===== src/rtl/spi_pkg.sv =====
// Shared SPI definitions used by both ends of the team SPI link.
// Mode encoding is {CPOL, CPHA}.
package spi_pkg;

  typedef logic [1:0] spi_mode_t;

  localparam spi_mode_t SPI_MODE0 = 2'd0;
  localparam spi_mode_t SPI_MODE1 = 2'd1;
  localparam spi_mode_t SPI_MODE2 = 2'd2;
  localparam spi_mode_t SPI_MODE3 = 2'd3;

  typedef enum logic {
    ST_IDLE   = 1'b0,
    ST_ACTIVE = 1'b1
  } spi_state_e;

  function automatic logic cpol(input spi_mode_t mode);
    return mode[1];
  endfunction

  function automatic logic cpha(input spi_mode_t mode);
    return mode[0];
  endfunction

endpackage


===== src/rtl/spi_sync.sv =====
// Multi-flop synchronizer for one asynchronous input.
// Resets to RST_VAL so the idle level does not look like an edge.
module spi_sync #(
  parameter int   STAGES  = 2,
  parameter logic RST_VAL = 1'b0
) (
  input  logic clk,
  input  logic rst_n,
  input  logic async_i,
  output logic sync_o
);

  logic [STAGES-1:0] sync_q;

  always_ff @(posedge clk or negedge rst_n) begin
    if (!rst_n) begin
      sync_q <= {STAGES{RST_VAL}};
    end else begin
      sync_q <= {sync_q[STAGES-2:0], async_i};
    end
  end

  assign sync_o = sync_q[STAGES-1];

endmodule


===== src/rtl/spi_slave.sv =====
// SPI target clocked by the system clock: oversampled sclk/ss_n/mosi,
// full-duplex MSB-first words, valid/ready transmit holding buffer.
module spi_slave
  import spi_pkg::*;
#(
  parameter spi_mode_t SPI_MODE    = SPI_MODE0,
  parameter int        DATA_WIDTH  = 8,
  parameter int        SYNC_STAGES = 2
) (
  input  logic                  clk,
  input  logic                  rst_n,
  input  logic                  sclk,
  input  logic                  ss_n,
  input  logic                  mosi,
  output logic                  miso,
  output logic                  miso_oe,
  input  logic [DATA_WIDTH-1:0] tx_data,
  input  logic                  tx_valid,
  output logic                  tx_ready,
  output logic [DATA_WIDTH-1:0] rx_data,
  output logic                  rx_valid,
  output logic                  busy,
  output logic                  tx_underrun
);

  localparam logic CPOL  = cpol(SPI_MODE);
  localparam logic CPHA  = cpha(SPI_MODE);
  localparam int   CNT_W = $clog2(DATA_WIDTH);
  localparam logic [CNT_W-1:0] LAST_BIT = CNT_W'(DATA_WIDTH - 1);

  logic sclk_s, ss_s, mosi_s;

  spi_sync #(.STAGES(SYNC_STAGES), .RST_VAL(CPOL)) u_sync_sclk (
    .clk(clk), .rst_n(rst_n), .async_i(sclk), .sync_o(sclk_s)
  );
  spi_sync #(.STAGES(SYNC_STAGES), .RST_VAL(1'b1)) u_sync_ss (
    .clk(clk), .rst_n(rst_n), .async_i(ss_n), .sync_o(ss_s)
  );
  spi_sync #(.STAGES(SYNC_STAGES), .RST_VAL(1'b0)) u_sync_mosi (
    .clk(clk), .rst_n(rst_n), .async_i(mosi), .sync_o(mosi_s)
  );

  spi_state_e state_q, state_d;
  logic                  sclk_prev_q, ss_prev_q;
  logic [CNT_W-1:0]      bit_cnt_q, bit_cnt_d;
  logic [DATA_WIDTH-2:0] rx_shift_q, rx_shift_d;
  logic [DATA_WIDTH-1:0] tx_shift_q, tx_shift_d;
  logic [DATA_WIDTH-1:0] rx_data_q, rx_data_d;
  logic                  rx_valid_q, rx_valid_d;
  logic                  underrun_q, underrun_d;
  logic [DATA_WIDTH-1:0] buf_q, buf_d;
  logic                  buf_full_q, buf_full_d;
  logic                  armed_q, armed_d;
  logic                  skip_q, skip_d;

  logic sclk_rise, sclk_fall, sample_edge, shift_edge;
  logic ss_fall, ss_rise, in_xfer;
  logic start_load, next_load, load_now, accept;
  logic [DATA_WIDTH-1:0] rx_word;

  // Modes 0 and 3 sample on the rising edge, modes 1 and 2 on the falling edge.
  assign sclk_rise   = sclk_s & ~sclk_prev_q;
  assign sclk_fall   = ~sclk_s & sclk_prev_q;
  assign sample_edge = (CPOL ^ CPHA) ? sclk_fall : sclk_rise;
  assign shift_edge  = (CPOL ^ CPHA) ? sclk_rise : sclk_fall;
  assign ss_fall     = ~ss_s & ss_prev_q;
  assign ss_rise     = ss_s & ~ss_prev_q;
  assign in_xfer     = (state_q == ST_ACTIVE) && !ss_rise;

  // CPHA=0 reloads on the shift edge closing a word; CPHA=1 reloads right after the last sample.
  assign start_load = (state_q == ST_IDLE) && ss_fall;
  assign next_load  = armed_q && in_xfer && (CPHA || shift_edge);
  assign load_now   = start_load || next_load;
  assign accept     = tx_valid && !buf_full_q;
  assign rx_word    = {rx_shift_q, mosi_s};

  always_ff @(posedge clk or negedge rst_n) begin
    if (!rst_n) begin
      state_q <= ST_IDLE;
    end else begin
      state_q <= state_d;
    end
  end

  always_comb begin
    state_d = state_q;
    unique case (state_q)
      ST_IDLE:   if (ss_fall) state_d = ST_ACTIVE;
      ST_ACTIVE: if (ss_rise) state_d = ST_IDLE;
      default:   state_d = ST_IDLE;
    endcase
  end

  always_comb begin
    busy    = (state_q == ST_ACTIVE);
    miso_oe = (state_q == ST_ACTIVE);
  end

  always_comb begin
    bit_cnt_d  = bit_cnt_q;
    rx_shift_d = rx_shift_q;
    tx_shift_d = tx_shift_q;
    rx_data_d  = rx_data_q;
    rx_valid_d = 1'b0;
    underrun_d = 1'b0;
    buf_d      = buf_q;
    buf_full_d = buf_full_q;
    armed_d    = armed_q;
    skip_d     = skip_q;

    if (!in_xfer) begin
      bit_cnt_d = '0;
      armed_d   = 1'b0;
      skip_d    = 1'b0;
    end

    // A load sees the buffer as it was at the start of the cycle; a same-cycle write refills it.
    if (load_now) begin
      tx_shift_d = buf_full_q ? buf_q : '0;
      underrun_d = !buf_full_q;
      buf_full_d = 1'b0;
      armed_d    = 1'b0;
      skip_d     = CPHA;
    end else if (in_xfer && shift_edge) begin
      if (skip_q) begin
        skip_d = 1'b0;
      end else begin
        tx_shift_d = {tx_shift_q[DATA_WIDTH-2:0], 1'b0};
      end
    end

    if (accept) begin
      buf_d      = tx_data;
      buf_full_d = 1'b1;
    end

    if (in_xfer && sample_edge) begin
      rx_shift_d = rx_word[DATA_WIDTH-2:0];
      if (bit_cnt_q == LAST_BIT) begin
        bit_cnt_d  = '0;
        rx_data_d  = rx_word;
        rx_valid_d = 1'b1;
        armed_d    = 1'b1;
      end else begin
        bit_cnt_d = bit_cnt_q + 1'b1;
      end
    end
  end

  always_ff @(posedge clk or negedge rst_n) begin
    if (!rst_n) begin
      sclk_prev_q <= CPOL;
      ss_prev_q   <= 1'b1;
      bit_cnt_q   <= '0;
      rx_shift_q  <= '0;
      tx_shift_q  <= '0;
      rx_data_q   <= '0;
      rx_valid_q  <= 1'b0;
      underrun_q  <= 1'b0;
      buf_q       <= '0;
      buf_full_q  <= 1'b0;
      armed_q     <= 1'b0;
      skip_q      <= 1'b0;
    end else begin
      sclk_prev_q <= sclk_s;
      ss_prev_q   <= ss_s;
      bit_cnt_q   <= bit_cnt_d;
      rx_shift_q  <= rx_shift_d;
      tx_shift_q  <= tx_shift_d;
      rx_data_q   <= rx_data_d;
      rx_valid_q  <= rx_valid_d;
      underrun_q  <= underrun_d;
      buf_q       <= buf_d;
      buf_full_q  <= buf_full_d;
      armed_q     <= armed_d;
      skip_q      <= skip_d;
    end
  end

  assign miso        = tx_shift_q[DATA_WIDTH-1];
  assign tx_ready    = !buf_full_q;
  assign rx_data     = rx_data_q;
  assign rx_valid    = rx_valid_q;
  assign tx_underrun = underrun_q;

endmodule

===== config.mk =====
export PLATFORM = sky130hd
export DESIGN_NAME = spi_slave
export DESIGN_NICKNAME = d
export VERILOG_FILES = /design/src/rtl/spi_pkg.sv /design/src/rtl/spi_sync.sv /design/src/rtl/spi_slave.sv
export SDC_FILE = /design/constraint.sdc
export NUM_CORES = 1
export LEC_CHECK = 0
export ABC_AREA = 1
export CORE_ASPECT_RATIO = 1.1
export CORE_MARGIN = 2
export CORE_UTILIZATION = 40
export DETAILED_ROUTE_END_ITERATION = 16
export HOLD_SLACK_MARGIN = 0.03
export PLACE_DENSITY_LB_ADDON = 0.08
export SLEW_MARGIN = 20
export SYNTH_ARGS = -nofsm -noshare
export SYNTH_HDL_FRONTEND = slang
export SYNTH_SLANG_ARGS = --single-unit

===== constraint.sdc =====
create_clock -name clk -period 3.28 [get_ports clk]
set_input_delay 0.82 -clock clk [delete_from_list [all_inputs] [get_ports clk]]
set_output_delay 0.82 -clock clk [all_outputs]
set_load 0.05 [all_outputs]

Yosys cells after proc, flatten, opt, wreduce, memory -nomap -nowiden
Cells that the tools add are included.
{"block": "totals", "wordCells": 66, "output_inout_bits": 14, "regBits": 48}
{"block": "op_classes", "add_sub_neg": 1, "eq_ne": 3, "reduce_logical": 14, "bitwise_logic": 9, "muxes": 23}
{"operator": "$mux 8", "count": 4}
{"operator": "$mux 1", "count": 15}
{"operator": "$mux 3", "count": 3}
{"operator": "$logic_and 1x1->1", "count": 7}
{"operator": "$not 1->1", "count": 5}
{"operator": "$and 1x1->1", "count": 4}
{"operator": "$ne 2x1->1 const B", "count": 2}
{"operator": "$reduce_and 2->1", "count": 2}
{"operator": "$reduce_bool 2->1", "count": 2}
{"operator": "$add 3x1->3 const B", "count": 1}
{"operator": "$eq 3x3->1 const B", "count": 1}
{"operator": "$logic_not 1->1", "count": 2}
{"operator": "$pmux 1 s2", "count": 1}
{"operator": "$logic_or 1x1->1", "count": 1}

Logic depth before layout (Yosys ltp)
{"block": "depth", "depth_word": 10, "depth_mapped": 9, "ltp_nobuf": 8}

Cells and area by module
A second synthesis with hierarchy kept.
{"block": "unflattened", "hier_cells": 202, "area_unflattened_um2": 1991.9}
{"module": "spi_slave", "area_each_um2": 1839.3, "n_inst": 1, "cells_per_inst": 196, "seq_area_each_um2": 1052.3}
{"module": "spi_sync at u_sync_mosi ...", "area_each_um2": 50.0, "n_inst": 2, "cells_per_inst": 2, "seq_area_each_um2": 50.0}
{"module": "spi_sync at u_sync_ss", "area_each_um2": 52.6, "n_inst": 1, "cells_per_inst": 2, "seq_area_each_um2": 52.6}

Least setup slack after synthesis
OpenSTA, ideal clock, no wires.
{"block": "synth_timing", "path_type": "flip-flop to output port", "start": "reg state_q (netlist: busy)", "end": "out miso_oe", "path_buffers": 1, "arrival_ns": 0.990, "setup_slack_ns": 1.470, "t_required_ns": 2.460, "stages_incl_launch_ff": 2, "path_cell_list": "dfrtp_1 > buf_4"}
{"item": "from (decl)", "line": "spi_slave.sv:43", "text": "spi_state_e state_q, state_d;"}
{"item": "from (signal assigned)", "line": "spi_slave.sv:81", "text": "state_q <= state_d;"}
{"item": "to (decl)", "line": "spi_slave.sv:16", "text": "output logic miso_oe,"}
No word-level cell between the ends.

Worst setup path after layout
{"block": "layout_timing", "start": "reg buf_full_q", "end": "out tx_ready"}
{"block": "layout_via", "elab_chain_cells": 1}
{"item": "from (decl)", "line": "spi_slave.sv:52", "text": "logic buf_full_q, buf_full_d;"}
{"item": "from (signal assigned)", "line": "spi_slave.sv:174", "text": "buf_full_q <= buf_full_d;"}
{"item": "$logic_not 1->1", "line": "spi_slave.sv:181", "text": "assign tx_ready = !buf_full_q;"}
{"item": "to (decl)", "line": "spi_slave.sv:19", "text": "output logic tx_ready,"}
Every way passes these cells.

==> impl_metrics.toml <==
[clocking]
worstSkewPairLatency_ps = 290
cts_hold_buf = 0
postCtsSetupBuffers = 0
cts_tree = "yes"
path_clk_slew_ps = 80
cts-root-buf = "clkbuf_8"
cts_buffers = 5
clock_tree.buffer_depth = 2
cts_resized = 0
cts_sinks = 48
h-tree-depth = 2

[cells_and_area]
area_delta_synth_final_pct = 21.57
layout_commonest_cell = "nand2_1"
antennaDiodeCount = 0
final_nets = 247
drive_gt1_share_pct = 15.09
final_cell_mix = "nand2_1, dfrtp_1, inv_1, clkdlybuf4s50_1, o21ai_0"

[hold_path]
min_from = "u_sync_mosi.sync_q[0]"
hold_path_class = "reg2reg"
hold_end = "u_sync_mosi.sync_q[1]"
min_path_cells = 0

[logic_synthesis]
syn_nets = 218
syn_inst = 202
syn_area_per_cell_um2 = 9.880
synth.distinct_cells = 20
ys.warnings.count = 0
synth_area_mm2 = 0.001996
ys_seq_elements = 48
ys_seq_area_share_pct = 60.38

[die]
die_h_um = 78.08
die_area_mm2 = 0.005571
die_w_um = 71.35
initial_core_util_pct = 42.31
core-area_mm2 = 0.004717
std_cell_rows = 26
io_pins = 28

[global_routing]
antenna_found_initial = 0
grt-ovfl-total = 0
grt_max_degree = 49
grt_pass1_wl_um = 6182
first_global_vias = 1351
grt.total_usage_pct = 14.16

[critical_path]
rrSetupSlack_ps = 1430
ff2ff_path_depth = 7
slowest_delay_ps = 810
crit_required_ps = 2460
worst_setup_path_start_kind = "flip-flop"
critPathKind = "reg2out"
critPathMaxFanout = 10
critPathLaunch = "buf_full_q"
crit_chain = "inv_1 > clkdlybuf4s50_1"
endpoint_kind = "output pin"
reg2reg_from = "ss_prev_q"
r2r_end = "rx_data[2]"
crit_arrival_ps = 1730
cpMaxStageDelayCell = "clkdlybuf4s50_1"

[pwr]
ir_drop_mv = 0.3669
power_leakage_nw = 1.221
power_density_mw_per_mm2 = 688.6
finalPower_mw = 1.671

[sta]
slew_violations = 0
rsz0062_at_grt = "no"
fmax_ghz = 0.3920
hold_viol = 0
finalSetupViolations = 0
setup_ws_ps = 728.7
min_period_over_period_pct = 77.78
fin_crit_ps = 2551
skew_ps = 3.175
fin_tns_setup_ps = 0
worstMarginPinSlew_ps = 610.2
max_slew_margin_pct = 59.19

[routing]
wl_per_cell_um = 11.84
route.vias.total = 1321
first_iter_violations = 60
drc_errors = 0
dr.pass1.iters = 4
postRouteAntennaNets = 0
vias_per_cell = 4.587
drt_wl_total_um = 3409

[status]
outcome = "complete, no violations"

[place]
pre_cts_ws_ps = 1061
gp_congestion = 0.7446
portBuffers = 27
dp_hpwl_um = 2444

[job]
maxCapViolations = 0
## synth_stat cells
cell	number	area share [%]
nand3_1	10	2.5
o21ai_2	7	3.1
nand2_1	67	13
dfstp_2	3	4.0
nand2_2	3	0.94
buf_4	1	0.38
nor3_1	2	0.50
buf_2	3	0.75
nand4_2	1	0.63
ha_1	2	1.3
nor2_4	1	0.56
nor2_1	4	0.75
nor3_4	1	0.82
mux2_2	8	4.5
inv_1	26	4.9
buf_6	1	0.56
dfrtp_1	45	56
o21ai_1	1	0.25
o21ai_0	14	3.5
nand2_4	2	1.1
## cells by family (layout without fill, tap and decap cells)
logic type | after synthesis | count (layout) | synth area share [%]
AO/OA/AOI/OAI | 22 | 22 | 6.834
adder cells (fa/ha/maj) | 2 | 2 | 1.254
buffers and inverters | 31 | 61 | 6.583
flip-flops | 48 | 48 | 60.38
multiplexers | 8 | 8 | 4.514
AND/OR/NAND/NOR | 91 | 91 | 20.44
## worst max path at each step
| stage | to | depth (start not counted) |
|---|---|---|
| floorplan | miso_oe | 1 |
| global placement | tx_ready | 2 |
| detailed placement | tx_ready | 2 |
| CTS | tx_ready | 2 |
| global route | tx_ready | 2 |
| finish | tx_ready | 2 |
## metal layers
metal	GRT usage, %	wire [um]
met3	3.851	145
met5	0	0
met1	18.40	1644
met2	22.41	1560
met4	5.660	59
## power breakdown
part | switching, mW | internal [mW]
clock | 0.180 | 0.269
combinational | 0.233 | 0.167
sequential | 0.0898 | 0.733
## final cells by class
type                       count  area [um^2]
timing repair buffer          27        267.8
sequential                    48         1205
clock buffer                   7        96.34
fill                         435         2291
tap                           56        70.07
multi-input combinational    123        659.4
clock inverter                 1        30.03
inverter                      26        97.59
## worst max-delay path: cells and delay by family, from the launching register on
family | cells | cell delay [ps]
flip-flops | 1 | 490
buffers and inverters | 2 | 950
## metrics by stage
step                area [um^2]  utilization [%]  hold WS, ps  cells
CTS                        2424            51.38        365.8    288
global placement           2297            48.70        337.3    280
detailed placement         2297            48.70        345.8    280
global route               2426            51.43        376.1    288
finish                     2426            51.43        360.9    288
floorplan                  1996                -        331.2    202
## registers in the layout (all words and copies together) (netlist names)
name                cells
buf_q                   8
rx_data                 8
tx_shift_q              8
rx_shift_q              7
bit_cnt_q               3
u_sync_mosi.sync_q      2
u_sync_sclk.sync_q      2
u_sync_ss.sync_q        2
armed_q                 1
buf_full_q              1
busy                    1
rx_valid                1
sclk_prev_q             1
skip_q                  1
ss_prev_q               1
tx_underrun             1
No activity file was read; power rests on OpenSTA's default activity.
